[src/rtl/bin2bcd_pkg.sv]
// Shared types and constants for the sequential binary-to-BCD converter.
// Macro BIN2BCD_DUAL_STEP_EN (used by bin2bcd_seq_ctrl) selects two steps per cycle.
package bin2bcd_pkg;

    typedef enum logic [1:0] {
        IDLE,
        CONV,
        DONE
    } state_t;

    localparam int DIGITS     = 6;
    localparam int ADJ_THRESH = 5;
    localparam int ADJ_ADD    = 3;

    function automatic int clog2(input int value);
        int result;
        int rem;
        result = 0;
        rem    = value - 1;
        while (rem > 0) begin
            result = result + 1;
            rem    = rem >> 1;
        end
        return result;
    endfunction

endpackage

[src/rtl/bin2bcd_step.sv]
// One double-dabble step: add-3 adjust on every BCD nibble, then shift the
// {bcd, bin} working register left by one. ovf flags a set bit leaving the top.
module bin2bcd_step
    import bin2bcd_pkg::*;
#(
    parameter int WIDTH_bin = 20,
    parameter int WIDTH_bcd = 24
) (
    input  logic [WIDTH_bcd-1:0] bcd_cur,
    input  logic [WIDTH_bin-1:0] bin_cur,
    output logic [WIDTH_bcd-1:0] bcd_next,
    output logic [WIDTH_bin-1:0] bin_next,
    output logic                 ovf
);

    localparam int NDIG = WIDTH_bcd / 4;

    logic [WIDTH_bcd-1:0] bcd_adj;

    always_comb begin
        bcd_adj = bcd_cur;
        for (int i = 0; i < NDIG; i++) begin
            if (bcd_cur[4*i +: 4] >= 4'(ADJ_THRESH)) begin
                bcd_adj[4*i +: 4] = bcd_cur[4*i +: 4] + 4'(ADJ_ADD);
            end
        end
    end

    assign ovf = bcd_adj[WIDTH_bcd-1];
    assign {bcd_next, bin_next} = {bcd_adj[WIDTH_bcd-2:0], bin_cur, 1'b0};

endmodule

[src/rtl/bin2bcd_seq_ctrl.sv]
// Iterative binary-to-BCD controller with valid/ready on both sides.
// Define BIN2BCD_DUAL_STEP_EN to chain two double-dabble steps per cycle.
module bin2bcd_seq_ctrl
    import bin2bcd_pkg::*;
#(
    parameter int WIDTH_bin = 20,
    parameter int WIDTH_bcd = 4 * DIGITS
) (
    input  logic                 clk,
    input  logic                 rst,
    input  logic                 in_valid,
    output logic                 in_ready,
    input  logic [WIDTH_bin-1:0] in_bin,
    output logic                 out_valid,
    input  logic                 out_ready,
    output logic [WIDTH_bcd-1:0] out_bcd,
    output logic                 out_ovf,
    output logic                 busy
);

    localparam int CNT_W = (clog2(WIDTH_bin) < 1) ? 1 : clog2(WIDTH_bin);
`ifdef BIN2BCD_DUAL_STEP_EN
    localparam int CONV_CYCLES = (WIDTH_bin + 1) / 2;
`else
    localparam int CONV_CYCLES = WIDTH_bin;
`endif
    localparam logic [CNT_W-1:0] LAST = CNT_W'(CONV_CYCLES - 1);

    state_t               state;
    logic [CNT_W-1:0]     cnt;
    logic [WIDTH_bcd-1:0] bcd_q;
    logic [WIDTH_bin-1:0] bin_q;
    logic                 ovf_q;

    logic [WIDTH_bcd-1:0] bcd_s1;
    logic [WIDTH_bin-1:0] bin_s1;
    logic                 ovf_s1;
    logic [WIDTH_bcd-1:0] bcd_nxt;
    logic [WIDTH_bin-1:0] bin_nxt;
    logic                 ovf_nxt;

    bin2bcd_step #(.WIDTH_bin(WIDTH_bin), .WIDTH_bcd(WIDTH_bcd)) u_step0 (
        .bcd_cur  (bcd_q),
        .bin_cur  (bin_q),
        .bcd_next (bcd_s1),
        .bin_next (bin_s1),
        .ovf      (ovf_s1)
    );

`ifdef BIN2BCD_DUAL_STEP_EN
    logic [WIDTH_bcd-1:0] bcd_s2;
    logic [WIDTH_bin-1:0] bin_s2;
    logic                 ovf_s2;

    bin2bcd_step #(.WIDTH_bin(WIDTH_bin), .WIDTH_bcd(WIDTH_bcd)) u_step1 (
        .bcd_cur  (bcd_s1),
        .bin_cur  (bin_s1),
        .bcd_next (bcd_s2),
        .bin_next (bin_s2),
        .ovf      (ovf_s2)
    );

    // With an odd width the last cycle has only one step left to do.
    always_comb begin
        bcd_nxt = bcd_s2;
        bin_nxt = bin_s2;
        ovf_nxt = ovf_s1 | ovf_s2;
        if ((WIDTH_bin % 2 == 1) && (cnt == LAST)) begin
            bcd_nxt = bcd_s1;
            bin_nxt = bin_s1;
            ovf_nxt = ovf_s1;
        end
    end
`else
    assign bcd_nxt = bcd_s1;
    assign bin_nxt = bin_s1;
    assign ovf_nxt = ovf_s1;
`endif

    // The result registers double as the working register.
    assign out_bcd  = bcd_q;
    assign out_ovf  = ovf_q;
    assign in_ready = (state == IDLE) || ((state == DONE) && out_ready);

    always_ff @(posedge clk) begin
        if (rst) begin
            state     <= IDLE;
            cnt       <= '0;
            bcd_q     <= '0;
            bin_q     <= '0;
            ovf_q     <= 1'b0;
            out_valid <= 1'b0;
            busy      <= 1'b0;
        end else begin
            case (state)
                IDLE: begin
                    if (in_valid) begin
                        bcd_q <= '0;
                        bin_q <= in_bin;
                        ovf_q <= 1'b0;
                        cnt   <= '0;
                        busy  <= 1'b1;
                        state <= CONV;
                    end
                end
                CONV: begin
                    bcd_q <= bcd_nxt;
                    bin_q <= bin_nxt;
                    ovf_q <= ovf_q | ovf_nxt;
                    if (cnt == LAST) begin
                        cnt       <= '0;
                        busy      <= 1'b0;
                        out_valid <= 1'b1;
                        state     <= DONE;
                    end else begin
                        cnt <= cnt + 1'b1;
                    end
                end
                DONE: begin
                    if (out_ready) begin
                        out_valid <= 1'b0;
                        if (in_valid) begin
                            bcd_q <= '0;
                            bin_q <= in_bin;
                            ovf_q <= 1'b0;
                            cnt   <= '0;
                            busy  <= 1'b1;
                            state <= CONV;
                        end else begin
                            state <= IDLE;
                        end
                    end
                end
                default: state <= IDLE;
            endcase
        end
    end

endmodule

[config.mk]
export PLATFORM = sky130hd
export DESIGN_NAME = bin2bcd_seq_ctrl
export DESIGN_NICKNAME = d
export VERILOG_FILES = /design/src/rtl/bin2bcd_pkg.sv /design/src/rtl/bin2bcd_step.sv /design/src/rtl/bin2bcd_seq_ctrl.sv
export SDC_FILE = /design/constraint.sdc
export NUM_CORES = 1
export LEC_CHECK = 0
export ABC_AREA = 1
export CAP_MARGIN = 40
export CELL_PAD_IN_SITES_DETAIL_PLACEMENT = 1
export CELL_PAD_IN_SITES_GLOBAL_PLACEMENT = 2
export CORE_UTILIZATION = 28
export DETAILED_ROUTE_END_ITERATION = 12
export PLACE_DENSITY_LB_ADDON = 0.2
export SLEW_MARGIN = 40
export SYNTH_ARGS = -nofsm -noshare
export SYNTH_HDL_FRONTEND = slang
export SYNTH_SLANG_ARGS = --single-unit
[constraint.sdc]
create_clock -name clk -period 1.55 [get_ports clk]
set_input_delay 0.31 -clock clk [delete_from_list [all_inputs] [get_ports clk]]
set_output_delay 0.31 -clock clk [all_outputs]
set_load 0.02 [all_outputs]
Word-level counts from Yosys, hierarchy flattened

Index checks and enable logic that the tools add are counted.

$add $sub $neg: 7
Order comparisons: 6
Eq/ne operators: 6
Muxes and demuxes: 31
Bitwise gates (word level): 1
Reduce and logical (&&, ||, !) cells: 9

Operators with widths:

| kind                  | count |
|---|---|
| $pmux W24 S3          | 1 |
| $pmux W20 S3          | 1 |
| $mux W24              | 2 |
| $mux W20              | 2 |
| $add A4 B2 Y4 const B | 6 |
| $ge A4 B3 Y1 const B  | 6 |
| $mux W4               | 6 |
| $mux W5               | 3 |
| $pmux W5 S3           | 1 |
| $reduce_and A3 Y1     | 3 |
| $mux W1               | 8 |
| $mux W2               | 3 |
| $ne A2 B2 Y1 const B  | 3 |
| $pmux W1 S3           | 2 |
| $pmux W2 S3           | 1 |
| $add A5 B1 Y5 const B | 1 |
| $eq A5 B5 Y1 const B  | 1 |
| $reduce_bool A3 Y1    | 1 |
| $eq A2 B1 Y1 const B  | 1 |
| $eq A2 B2 Y1 const B  | 1 |
| $logic_not A2 Y1      | 1 |
| $pmux W1 S2           | 1 |
| $reduce_and A2 Y1     | 1 |
| $reduce_bool A2 Y1    | 1 |
| 3 further kinds       | 3 |

Flip-flop bits (word level): 54
Input port bits: 24
Output and inout bits: 28
Logic and storage cells: 67

Logic depth before layout (Yosys ltp)

Word-level depth: 4
Gate-level depth with buffers: 10
Gate-level depth less buffers: 9

Hierarchy

From an unflattened synthesis, not the netlist that was laid out.

Cell total of the unflattened synthesis: 521
Area total of the unflattened synthesis: 3284.4 um2

Modules (own cells, without submodules):

| module           | instances | cells each | area an instance (um2) | seq. area each (um2) |
|---|---|---|---|---|
| bin2bcd_seq_ctrl | 1         | 368        | 2408.6                 | 1081.0 |
| bin2bcd_step     | 1         | 153        | 875.8                  | 0.0 |

Worst setup path before layout

Ideal clock, no wire load.

Path type: register to register
Start: register bcd_q[20] (netlist: out_bcd[20])
End: register ovf_q (netlist: out_ovf)
Setup time: 0.070 ns
Arrival: 1.283 ns
Data required time: 1.480 ns
Slack: 0.197 ns
Cell stages (with the launch flop): 10
Buffers on the path: 0
Clock period less this slack: 1.353 ns
Cells stage by stage: dfxtp_1 inv_1 ha_1 inv_1 nand2_1 nand3_1 nand2_1 inv_1 nand2_1 a21oi_1

Word-level cells in the longest chain between the ends: 4
Elaborated cells between the ends (all ways): 5
Classes of those cells: 1 x add/sub; 1 x order compare; 2 x mux; 1 x bitwise

RTL lines:

| what                                          | line                                   | source |
|---|---|---|
| start, declared                               | bin2bcd_seq_ctrl.sv:31                 | `logic [WIDTH_bcd-1:0] bcd_q;` |
| start signal, assigned                        | bin2bcd_seq_ctrl.sv:107                | `bcd_q <= bcd_nxt;` |
| $add A4 B2 Y4 or $ge A4 B3 Y1 (tied branches) | bin2bcd_step.sv:24, bin2bcd_step.sv:23 |  |
| $mux W4 *                                     | bin2bcd_step.sv:23                     | `if (bcd_cur[4*i +: 4] >= 4'(ADJ_THRESH)) begin` |
| $or A1 B1 Y1 *                                | bin2bcd_seq_ctrl.sv:109                | `ovf_q <= ovf_q \| ovf_nxt;` |
| $pmux W1 S3 *                                 | bin2bcd_seq_ctrl.sv:95                 | `case (state)` |
| end signal, assigned                          | bin2bcd_seq_ctrl.sv:109                |  |
| end, declared                                 | bin2bcd_seq_ctrl.sv:33                 | `logic ovf_q;` |

Every way passes the cells marked *; elsewhere a longest branch is shown, timed or not.
A chain may end at the register's enable or synchronous reset.

Final worst setup path

Start: input out_ready
End: register bin_q[17]

Word-level cells in the longest chain between the ends: 2

RTL lines:

| what                               | line                    | source |
|---|---|---|
| start, declared                    | bin2bcd_seq_ctrl.sv:15  | `input logic out_ready,` |
| $ne A2 B2 Y1 (no source line)      | -                       |  |
| $reduce_and A2 Y1 (no source line) | -                       |  |
| end signal, assigned               | bin2bcd_seq_ctrl.sv:99  | `bin_q <= in_bin;` |
| end signal, assigned               | bin2bcd_seq_ctrl.sv:108 | `bin_q <= bin_nxt;` |
| end signal, assigned               | bin2bcd_seq_ctrl.sv:124 | `bin_q <= in_bin;` |
| end, declared                      | bin2bcd_seq_ctrl.sv:32  | `logic [WIDTH_bin-1:0] bin_q;` |

Every way passes these cells.

==> qor.log <==
qor: outcome.status finished, final reports clean
qor: critical_path.critPathTopFamily buffers and inverters
qor: logic_synthesis.netlist.area_leader.share 37.98%
qor: clock_tree.clkSlewWorstSetupHoldPaths 0.12 ns
qor: cells_and_area.finalNetCount 515
qor: min_path.worst_hold_class in -> reg
qor: pwr.power-per-cell-area 753.7 nW/um2
qor: die.row_count 36
qor: global_routing.global_route.usage.total 15.82%
qor: critical_path.path_buf_inv 3
qor: critical_path.critPathLaunch out_ready
qor: pwr.peakVddDrop 379.5 uV
qor: critical_path.rr_worst_depth 9
qor: sta.rsz_0062_raised_after_global_routing no
qor: die.fp.coreArea 9819 um2
qor: critical_path.setup.worst_path.end_class register
qor: sta.timing_max_transition_violations_final 0
qor: clock_tree.sink_count 54
qor: cells_and_area.diodes 0
qor: global_routing.globalRouteOverflowTotal 0
qor: placement.placement.io_buffers 51
qor: pwr.power.leakage 1.635 nW
qor: global_routing.number_of_global_route_vias_before_repair 2895
qor: sta.fmaxAchievable 0.6821 GHz
qor: placement.hpwl_reported_at_the_end_of_detailed_placement 5718 um
qor: critical_path.cp_common_cell nand2_1
qor: route.count_of_unresolved_drc_violations_after_routing 0
qor: sta.count_of_final_setup_violators 0
qor: placement.pre_cts_worst_setup_slack -0.3684 ns
qor: route.route.vias.total 2839
qor: placement.finalWeightedCongestion 0.7478
qor: clock_tree.cts.hold.buffers_added 0
qor: logic_synthesis.synth_area_leaders dfxtp_1 38%, nand2_1 19%, a21oi_1 8.8%
qor: sta.layout_min_cycle_time 1.466 ns
qor: global_routing.grt_pass1_wl 13170 um
qor: critical_path.critical-path-max-stage-delay 0.48 ns
qor: cells_and_area.fraction_of_layout_instances_using_a_drive_strength_above_1 8.768%
qor: critical_path.slowest_cp_cell clkdlybuf4s50_1
qor: logic_synthesis.synth.avg_cell_area 6.826 um2
qor: critical_path.cp_num_cells 9
qor: cells_and_area.layout.core_utilization 37.63%
qor: logic_synthesis.dominant_cell_type_by_area_after_synthesis dfxtp_1
qor: sta.worst-slew-pin-transition 0.2648 ns
qor: sta.worst_slack 0.08387 ns
qor: critical_path.rrSetupSlack 0.14 ns
qor: sta.timing.final.crit_share 94.59%
qor: global_routing.grt_max_degree 28
qor: run.cap_viol_max_count 0
qor: logic_synthesis.post_synth_inst_count 417
qor: cells_and_area.syn2layout_area_growth 29.80%
qor: die.floorplan.io_pins 52
qor: clock_tree.cts_htree_levels 2
qor: critical_path.arrival 1.74 ns
qor: logic_synthesis.ys_warn_count 0
qor: critical_path.crit_chain clkdlybuf4s50_1, buf_4, nand2_1, nand2_2, nand2_4, buf_12, nor2_4, nand2_1, a21oi_2
qor: route.final_antenna_net_count 0
qor: die.fp.dieArea 10570 um2
qor: critical_path.critical_path_required 1.82 ns
qor: route.drt_iter0_drc 51
qor: route.via_per_inst 4.639
qor: die.die_width 102.8 um
qor: logic_synthesis.post_synth_instance_area 2846 um2
qor: die.initial_standard_cell_utilization_of_the_core 28.99%
qor: logic_synthesis.synth.ff_latch_count 54
qor: clock_tree.ctsRootBufferMaster clkbuf_8
qor: clock_tree.cts_buffers 5
qor: clock_tree.cts_tree built
qor: critical_path.critPathCapture bin_q[17]
qor: logic_synthesis.ys_types 24
qor: sta.hold_violations 0
qor: clock_tree.clkLatencyLatePin 0.32 ns
qor: logic_synthesis.post_synthesis_net_count 454
qor: critical_path.reg2reg_to out_bcd[4]
qor: sta.slew-limit-headroom 82.19%
qor: global_routing.number_of_antenna_violations_at_the_first_check_in_global_routing 0
qor: critical_path.worstReg2RegStart out_bcd[0]
qor: die.die_height 102.8 um
qor: route.drtPass1Iterations 4
qor: clock_tree.max-clock-path-buffers 2
qor: route.wl_per_cell 12.67 um
qor: logic_synthesis.synth_seq_area_share 37.98%
qor: critical_path.start_kind primary input
qor: sta.skew 0.01256 ns
qor: critical_path.crit_fanout 11
qor: route.totalWireLength 7754 um
qor: critical_path.path_class in -> reg
[how the worst min path moves through the flow]
| stage | startpoint | endpoint | depth (start not counted) |
|---|---|---|---|
| 2_1_floorplan | bin_q[0] | bin_q[0] | 2 |
| 3_3_place_gp | out_ovf | out_ovf | 2 |
| 3_5_place_dp | out_ovf | out_ovf | 2 |
| 6_report | rst | bin_q[17] | 2 |
| 5_1_grt | rst | bin_q[17] | 2 |
| 4_1_cts | rst | out_valid | 2 |
[layout by cell type, fill, tap and decap left out, types with 2 or more instances in the layout]
cell / netlist / routed
a21boi_0: 9 / 9
a21boi_1: 3 / 3
dlygate4sd2_1: 0 / 27
o21ai_0: 2 / 2
a21oi_2: 0 / 2
nor2_4: 1 / 2
nand3_1: 30 / 30
nand4_1: 16 / 16
clkbuf_8: 0 / 5
nand2_1: 146 / 144
o211ai_1: 5 / 5
clkdlybuf4s50_1: 0 / 22
buf_4: 5 / 16
ha_1: 13 / 13
dfxtp_1: 54 / 53
a21oi_1: 50 / 48
inv_1: 32 / 32
inv_2: 3 / 3
nor2_1: 30 / 30
buf_12: 0 / 4
buf_2: 3 / 2
[kinds of logic after synthesis]
group / after synthesis / share of synthesized area, %
AND/OR/NAND/NOR: 226 / 33.54
adder cells (fa/ha/maj): 13 / 5.714
flip-flops: 54 / 37.98
XOR/XNOR: 1 / 0.3077
buffers and inverters: 53 / 8.571
AO/OA/AOI/OAI: 70 / 13.89
[cells in the mapped netlist]
library cell and n:
clkbuf_1 6, buf_2 3, o21ai_0 2, a21boi_0 9
o21bai_1 1, o211ai_1 5, nor2_1 30, buf_4 5
inv_2 3, inv_1 32, nor2_4 1, a21boi_1 3
dfxtp_1 54, nor2_8 1, nand3_1 30, nand2_1 146
a21oi_1 50, or2_1 1, buf_1 1, ha_1 13
buf_6 3, xor2_1 1, nand4_1 16, or2_2 1
[cell type report]
type / instances / area (um2)
inverters: 35 / 131.4
multi-input cells: 311 / 1550
well taps: 133 / 166.4
clock inverters: 3 / 28.78
clock buffers: 5 / 68.82
flip-flops and latches: 54 / 1082
repair buffers: 71 / 666.9
fillers: 1301 / 6125
[power breakdown]
group          total (mW)  switching [mW]  internal [mW]
registers            1.47          0.0307           1.44
clock network       0.881           0.541          0.340
logic               0.431           0.246          0.184
total                2.78           0.818           1.97
[per-layer routing]
metal	wire length (um)	global-route usage, %	part of all wire [%]	vias up
met5	0	0	0	-
met4	119	5.417	1.5	0
met3	196	1.898	2.5	10
met2	3777	27.90	49	40
met1	3660	19.91	47	1316
li1	-	-	-	1473
[registers in the layout, summed over array words and instances (netlist names)]
name       flops
busy           1
out_ovf        1
cnt            5
out_valid      1
out_bcd       24
state          2
bin_q         20
[worst register-to-register path, stage by stage, from the launching register on]
cell     delay (ns)
dfxtp_1        0.42
inv_1          0.10
ha_1           0.23
inv_1          0.06
nand2_1        0.09
nand3_1        0.14
nand2_1        0.06
nor2_1         0.11
nor2_1         0.05
nor2_1         0.08
[stage by stage]
step	instances	power [mW]	instance area, um2	TNS [ns]	hold slack [ns]
floorplan	417	1.752	2846	0	0.4437
global placement	603	1.928	3606	-10.92	0.4468
detailed placement	603	1.935	3606	-14.10	0.4529
CTS	612	2.843	3676	0	0.2901
global route	612	2.927	3695	0	0.3003
finish	612	2.785	3695	0	0.3040
[what timing repair did]
item	in CTS	in global routing
gates cloned	1	0
resized for setup	31	6
pin swaps	2	1
buffers inserted	0	0
setup endpoints to repair	33	36
Power figures use the tool's default switching activity.
